`config.mk`:
```
export PLATFORM = sky130hd
export DESIGN_NAME = his_builder_multi
export DESIGN_NICKNAME = d
export VERILOG_FILES = /design/src/rtl/his_builder_multi.sv
export SDC_FILE = /design/constraint.sdc
export NUM_CORES = 2
export LEC_CHECK = 0
export ABC_AREA = 1
export CORE_MARGIN = 2
export CORE_UTILIZATION = 30
export DETAILED_ROUTE_END_ITERATION = 6
export SYNTH_ARGS = -nofsm -noshare
export SYNTH_HDL_FRONTEND = slang
export SYNTH_SLANG_ARGS = --single-unit
export TNS_END_PERCENT = 20
```
`constraint.sdc`:
```
create_clock -name clk -period 5.5 [get_ports clk]
set_clock_uncertainty 0.2 [all_clocks]
set_input_delay 1.1 -clock clk [delete_from_list [all_inputs] [get_ports clk]]
set_output_delay 1.1 -clock clk [all_outputs]
set_load 0.02 [all_outputs]
```
`src/rtl/his_builder_multi.sv`:
```
// Multi-pixel dToF histogram builder with per-pixel peak search.
// Timestamps arrive pixel-interleaved; each one is binned by its MSBs into
// that pixel's saturating histogram. After ACQ_NUM acquisitions every pixel's
// histogram is scanned in parallel, the peaks are published, and the
// histograms are cleared for the next frame.
module his_builder_multi #(
  parameter int NP        = 10,
  parameter int BIN_BITS  = 5,
  parameter int PIXEL_NUM = 3,
  parameter int ACQ_NUM   = 2,
  parameter int CNT_W     = 8,
  parameter int MIN_CNT   = 1
) (
  input  logic                           clk,
  input  logic                           res,
  input  logic                           wrEn,
  input  logic [NP-1:0]                  data,
  output logic                           ready,
  output logic [PIXEL_NUM*BIN_BITS-1:0]  peakResult,
  output logic [PIXEL_NUM*CNT_W-1:0]     peakCnt,
  output logic [PIXEL_NUM-1:0]           peakHit,
  output logic                           done,
  output logic                           dropErr
);

  localparam int NBIN = 2**BIN_BITS;
  localparam int PW   = (PIXEL_NUM > 1) ? $clog2(PIXEL_NUM) : 1;
  localparam int AW   = (ACQ_NUM > 1) ? $clog2(ACQ_NUM) : 1;
  localparam logic [CNT_W-1:0] CNT_MAX = '1;
  localparam logic [CNT_W-1:0] MIN_THR = CNT_W'(MIN_CNT);

  typedef enum logic [1:0] {ACCUM, SEARCH, DONE} stateT;

  stateT                state;
  logic [CNT_W-1:0]     hist [PIXEL_NUM][NBIN];
  logic [CNT_W-1:0]     maxCnt [PIXEL_NUM];
  logic [BIN_BITS-1:0]  maxBin [PIXEL_NUM];
  logic [PW-1:0]        pixPtr;
  logic [AW-1:0]        acqPtr;
  logic [BIN_BITS:0]    binIdx;
  logic [BIN_BITS-1:0]  wrBin;
  logic [BIN_BITS-1:0]  scanBin;
  logic                 accept;
  logic                 scanOver;
  logic                 unusedLowBits;

  assign wrBin         = data[NP-1 -: BIN_BITS];
  assign unusedLowBits = ^data[NP-BIN_BITS-1:0];
  assign accept        = wrEn & ready;
  assign scanBin       = binIdx[BIN_BITS-1:0];
  // binIdx counts one past the last bin so the final compare lands in
  // maxCnt/maxBin before the outputs are registered from them.
  assign scanOver      = binIdx[BIN_BITS];

  // Histogram accumulation with saturation; cleared on reset and in DONE.
  always_ff @(posedge clk) begin
    if (!res || state == DONE) begin
      for (int unsigned p = 0; p < PIXEL_NUM; p++)
        for (int unsigned b = 0; b < NBIN; b++)
          hist[p][b] <= '0;
    end else if (accept && hist[pixPtr][wrBin] != CNT_MAX) begin
      hist[pixPtr][wrBin] <= hist[pixPtr][wrBin] + CNT_W'(1);
    end
  end

  // Parallel running-maximum scan; strict compare keeps the lowest bin on ties.
  always_ff @(posedge clk) begin
    if (!res || state != SEARCH) begin
      for (int unsigned p = 0; p < PIXEL_NUM; p++) begin
        maxCnt[p] <= '0;
        maxBin[p] <= '0;
      end
    end else if (!scanOver) begin
      for (int unsigned p = 0; p < PIXEL_NUM; p++) begin
        if (hist[p][scanBin] > maxCnt[p]) begin
          maxCnt[p] <= hist[p][scanBin];
          maxBin[p] <= scanBin;
        end
      end
    end
  end

  // Control FSM: pointers, handshake, drop flag and registered peak outputs.
  always_ff @(posedge clk) begin
    if (!res) begin
      state      <= ACCUM;
      ready      <= 1'b1;
      done       <= 1'b0;
      dropErr    <= 1'b0;
      pixPtr     <= '0;
      acqPtr     <= '0;
      binIdx     <= '0;
      peakResult <= '0;
      peakCnt    <= '0;
      peakHit    <= '0;
    end else begin
      done <= 1'b0;
      if (wrEn && !ready)
        dropErr <= 1'b1;
      case (state)
        ACCUM: begin
          if (accept) begin
            if (pixPtr == PW'(PIXEL_NUM - 1)) begin
              pixPtr <= '0;
              if (acqPtr == AW'(ACQ_NUM - 1)) begin
                acqPtr <= '0;
                binIdx <= '0;
                ready  <= 1'b0;
                state  <= SEARCH;
              end else begin
                acqPtr <= acqPtr + AW'(1);
              end
            end else begin
              pixPtr <= pixPtr + PW'(1);
            end
          end
        end
        SEARCH: begin
          if (scanOver) begin
            state <= DONE;
            done  <= 1'b1;
            for (int unsigned p = 0; p < PIXEL_NUM; p++) begin
              if (maxCnt[p] >= MIN_THR) begin
                peakResult[p*BIN_BITS +: BIN_BITS] <= maxBin[p];
                peakCnt[p*CNT_W +: CNT_W]          <= maxCnt[p];
                peakHit[p]                         <= 1'b1;
              end else begin
                peakResult[p*BIN_BITS +: BIN_BITS] <= '0;
                peakCnt[p*CNT_W +: CNT_W]          <= '0;
                peakHit[p]                         <= 1'b0;
              end
            end
          end else begin
            binIdx <= binIdx + (BIN_BITS+1)'(1);
          end
        end
        DONE: begin
          state  <= ACCUM;
          ready  <= 1'b1;
          pixPtr <= '0;
          acqPtr <= '0;
          binIdx <= '0;
        end
        default: begin
          state <= ACCUM;
          ready <= 1'b1;
        end
      endcase
    end
  end

endmodule
```
## Word level (Yosys, flattened, before mapping)

Memory sizes are Yosys's and may differ from the RTL's. A register that Yosys moved wholly into a read port is not among the register bits.
Index checks and enable logic that the tools add are counted.

- Memories: 3
- Output and inout port bits: 45
- Bits in registers: 56
- Input bits: 13
- Logic and storage cells: 141
- Bits in writable memories: 807

- Bitwise gates (word level): 10
- $add $sub $neg: 4
- Reductions and logical operators: 19
- Equality and inequality tests: 10
- Magnitude comparators: 9
- Mux-type cells: 75

Memories:

| name | depth | width | rd ports | clocked after Yosys merged registers in | write ports | line | RTL |
|---|---|---|---|---|---|---|---|
| hist | 3 | 256 | 4 | 1 | 3 | 35 | `logic [CNT_W-1:0] hist [PIXEL_NUM][NBIN];` |
| maxCnt | 3 | 8 | 3 | 0 | 3 | 36 | `logic [CNT_W-1:0] maxCnt [PIXEL_NUM];` |
| maxBin | 3 | 5 | 3 | 0 | 3 | 37 | `logic [BIN_BITS-1:0] maxBin [PIXEL_NUM];` |

Operators by type and width:

| operator | number |
|---|---|
| $mux 256 | 3 |
| $reduce_or 256->1 | 1 |
| $bmux 8 s5 | 4 |
| $mux 8 | 15 |
| $demux 8 s5 | 1 |
| $mux 5 | 6 |
| $mux 1 | 28 |
| $ge 8x1->1 const B | 3 |
| $gt 8x8->1 | 3 |
| $mux 6 | 4 |
| $mux 2 | 9 |
| $pmux 6 s3 | 1 |
| $ge 6x6->1 const B | 2 |
| $not 5->6 | 2 |
| $reduce_and 4->1 | 3 |
| $ne 2x2->1 const B | 5 |
| $add 8x1->8 const B | 1 |
| $ne 8x8->1 const B | 1 |
| $pmux 2 s2 | 2 |
| $add 6x1->6 const B | 1 |
| $lt 6x1->1 const B | 1 |
| $or 1x1->1 | 6 |
| $reduce_and 2->1 | 3 |
| $reduce_and 5->1 | 1 |
| 15 further kinds | 21 |

## Logic depth before layout (Yosys ltp)

- Depth after elaboration: 11
- Depth in mapped cells: 29
- Depth with buffers taken out: 22

## Worst setup path after synthesis

OpenSTA, ideal clock, no wires.

- Path type: input port to flip-flop
- From: input data[6]
- To: memory hist[2][107] in the netlist's numbering, data pin
- Arrival time: 4.460 ns
- Path buffers: 4
- Stages on the path: 21
- Setup slack: 0.453 ns
- Required time: 4.913 ns
- Library setup time: 0.387 ns
- Cell sequence: inv_1 > nand2_1 > clkinv_1 > clkbuf_1 > buf_1 > nand2_1 > nand2_1 > nor2_1 > nand2_1 > nand3_1 > nand2_1 > nor2_4 > inv_2 > clkbuf_1 > ha_1 > nand2_1 > nor2_1 > nand2_1 > nand2_1 > clkbuf_1 > nor2_2

RTL lines:

| what | line | RTL |
|---|---|---|
| from (decl) | 17 | `input logic [NP-1:0] data,` |
| to (decl) | 35 |  |

==> insert_results.sql <==
INSERT INTO impl_metrics (metric_group, metric, value, unit) VALUES
('outcome', 'status', 'complete, no violations', ''),
('synthesis', 'synth.net_count', '6522', ''),
('final_layout', 'multi_input_area', '20500', 'sq um'),
('final_layout', 'fin_util', '35.4', '%'),
('synthesis', 'synthMostInstantiatedCell', 'nand2_1', ''),
('critical_path', 'worstSetupEndpoint', 'hist[3][189]', ''),
('critical_path', 'critPathMaxStageDelay', '0.74', 'ns'),
('detailed_routing', 'detailroute.via_count', '49400', ''),
('sta', 'drv_slew', '0', ''),
('synthesis', 'ys.warnings.count', '0', ''),
('final_layout', 'fill_cells', '19400', ''),
('sta', 'maxSlewHeadroom', '18.2', '%'),
('detailed_routing', 'routed_via_density', '5.34', ''),
('detailed_routing', 'post_detailed_routing_wire_length', '232', 'mm'),
('detailed_routing', 'ant_nets', '0', ''),
('critical_path', 'crit_chain', 'clkinv_8, buf_4, nand2_1, nand2_1, nand2_1, nand2_1, nand2_1, nand2_1, o21ai_0, nand2_1, nor2_1, nand3_1, nand2_1, nor2_1, nand2_1, nand2_1, nand2_1, buf_4, o21ai_0, nor2_1, buf_4', ''),
('synthesis', 'synth_cell_type_count', '47', ''),
('synthesis', 'synthCells', '6483', ''),
('sta', 'setup_total_negative_slack', '0', 'ns'),
('critical_path', 'crit_buf_inv', '4', ''),
('global_routing', 'track_usage', '22.9', '%'),
('cts', 'tritoncts.num_buffers', '121', ''),
('die', 'dieWidth', '442', 'microns'),
('critical_path', 'cp_num_cells', '21', ''),
('synthesis', 'synth_largest_area_cell', 'edfxtp_1', ''),
('cts', 'cts_setup_buffers', '0', ''),
('power', 'static-leakage-power', '25.9', 'nW'),
('synthesis', 'synth_seq_area_share', '57.5', '%'),
('critical_path', 'critPathCaptureType', 'register', ''),
('die', 'initial_core_util', '30.2', '%'),
('cts', 'ctsHtreeMaxLevel', '3', ''),
('critical_path', 'setup.worst_path.class', 'reg2reg', ''),
('sta', 'worst-slew-pin-transition', '1.21', 'ns'),
('cts', 'clock_latency', '0.81', 'ns'),
('detailed_routing', 'detail_route.drc_violations', '0', ''),
('critical_path', 'worst_r2r_path_depth', '21', ''),
('die', 'coreArea', '190000', 'sq um'),
('die', 'io-pin-count', '58', ''),
('detailed_routing', 'number_of_design_rule_violations_left_by_the_first_detailed_router_iteration', '6689', ''),
('global_routing', 'grt-ovfl-total', '0', ''),
('cts', 'number_of_clock_sinks', '1121', ''),
('die', 'fp-row-count', '160', ''),
('synthesis', 'ys.flop_type', 'edfxtp_1', ''),
('critical_path', 'worstSetupStartpointType', 'register', ''),
('global_routing', 'antenna_found_initial', '4', ''),
('global_routing', 'first_global_vias', '45300', ''),
('critical_path', 'critical_path.top_delay_family', 'simple AND/OR/NAND/NOR gates', ''),
('die', 'design.die.area', '195000', 'sq um'),
('sta', 'rsz_0062_raised_after_global_routing', 'no', ''),
('synthesis', 'synth-edff-count', '1063', ''),
('global_routing', 'grt_start_max_net_pins', '128', ''),
('placement', 'detailed_place_hpwl', '163', 'mm'),
('placement', 'io_buffer_count', '52', ''),
('die', 'vertical_die_dimension', '442', 'microns'),
('cts', 'path_clk_slew', '0.06', 'ns'),
('detailed_routing', 'routedWlPerCell', '25.0', 'microns'),
('cts', 'clk_root_buffer_cell', 'clkbuf_16', ''),
('cts', 'tritoncts', 'done', ''),
('synthesis', 'synth_area_per_cell', '8.87', 'sq um'),
('power', 'vdd.ir_drop.worst', '0.000288', 'V'),
('placement', 'gpl.final_weighted_congestion', '0.995', ''),
('critical_path', 'cp_data_required_time', '5.76', 'ns'),
('cts', 'cts_hold_buffers', '0', ''),
('sta', 'hold_viol', '0', ''),
('sta', 'post-route-period-util', '91.4', '%'),
('synthesis', 'post_synth_most_frequent_cells', 'nand2_1, nor2_1, edfxtp_1, o21ai_0, inv_1', ''),
('critical_path', 'path_max_fanout', '76', ''),
('critical_path', 'setup.reg_to_reg.worst_slack', '0.48', 'ns'),
('final_layout', 'drive_gt1_share', '11.4', '%'),
('final_layout', 'final-seq-area', '33100', 'sq um'),
('final_layout', 'final_cell_area', '67300', 'sq um');
-- worst min path at each step --
stage                              from            end  slack (ns)  cells past startpoint
after floorplan                  acqPtr         acqPtr        0.24                      2
after global placement          dropErr        dropErr        0.25                      2
after CTS                 peakResult[0]  peakResult[0]        0.27                      2
final                     peakResult[0]  peakResult[0]        0.26                      2
after global routing      peakResult[1]  peakResult[1]        0.29                      2
after detailed placement  peakResult[0]  peakResult[0]        0.26                      2
-- worst min-delay path, stage by stage, from the launching register on --
cell and delay [ns]:
dfxtp_1 0.31, nand2_1 0.06, a21oi_1 0.05
-- logic make-up after synthesis --
family	Yosys count	share of synthesized area (%)
simple gates	3102	22.7
buf+inv	901	6.90
fa+ha+maj	26	0.566
mux	3	0.0522
compound gates	1330	12.3
flops	1121	57.5
-- through the flow --
stage / worst slack (ns) / hold slack, ns / total power [W] / std cells
after floorplan: 0.453 / 0.242 / 0.0114 / 6483
after global placement: -0.0470 / 0.250 / 0.0127 / 9034
after detailed placement: -0.0311 / 0.257 / 0.0127 / 9034
after CTS: 0.655 / 0.266 / 0.0207 / 9251
after global routing: 0.364 / 0.285 / 0.0212 / 9251
final: 0.476 / 0.262 / 0.0207 / 9253
-- layer usage --
layer	global-route usage, %	share of wire (%)	vias to the layer above
met5	0	0.024	-
met4	9.61	4.4	8
met3	5.58	12	464
met2	35.0	44	2995
met1	31.0	40	23600
li1	-	-	22300
-- layout by cell type, fill, tap and decap left out, drive strengths merged --
master,synthesis,layout
a211oi,1,1
a21oi,286,286
a221oi,1,1
a31oi,1,1
buf,260,460
bufinv,0,7
clkbuf,212,153
clkdlybuf4s50,0,52
clkinv,7,52
clkinvlp,0,6
dfxtp,58,58
diode,0,2
edfxtp,1063,1063
ha,26,26
inv,422,428
mux2i,3,3
nand2,1367,1367
nand2b,15,15
nand3,330,330
nand3b,3,3
nand4,67,67
nor2,1196,1196
nor3,122,122
nor3b,1,1
o211ai,77,77
o21a,1,1
o21ai,871,871
o21bai,2,2
o221ai,24,24
o22ai,61,61
o311ai,2,2
o41ai,3,3
or2,1,1
-- registers in the layout, summed over array words and instances, names as in the netlist, named ones only --
| register | cells |
|---|---|
| done | 1 |
| acqPtr | 1 |
| maxCnt | 24 |
| hist | 1024 |
| peakCnt | 24 |
| maxBin | 15 |
| ready | 1 |
| dropErr | 1 |
| pixPtr | 2 |
| peakHit | 3 |
| peakResult | 15 |
| state | 2 |
| binIdx | 6 |
-- layout make-up --
type	count	area share, %
antenna	2	0.00743
clock buffer	153	4.85
clock inverter	64	0.808
inverter	429	2.44
multi-input combinational	4461	30.5
sequential	1121	49.2
tap	2511	4.67
timing repair buffer	512	7.58
-- power by group --
part	internal (W)	switching (W)	total, W
sequential	0.00969	0.000173	0.00987
combinational	0.000707	0.00206	0.00277
clock	0.00450	0.00353	0.00802
total	0.0149	0.00576	0.0207
Note: power is estimated with default switching activity, not from simulation.
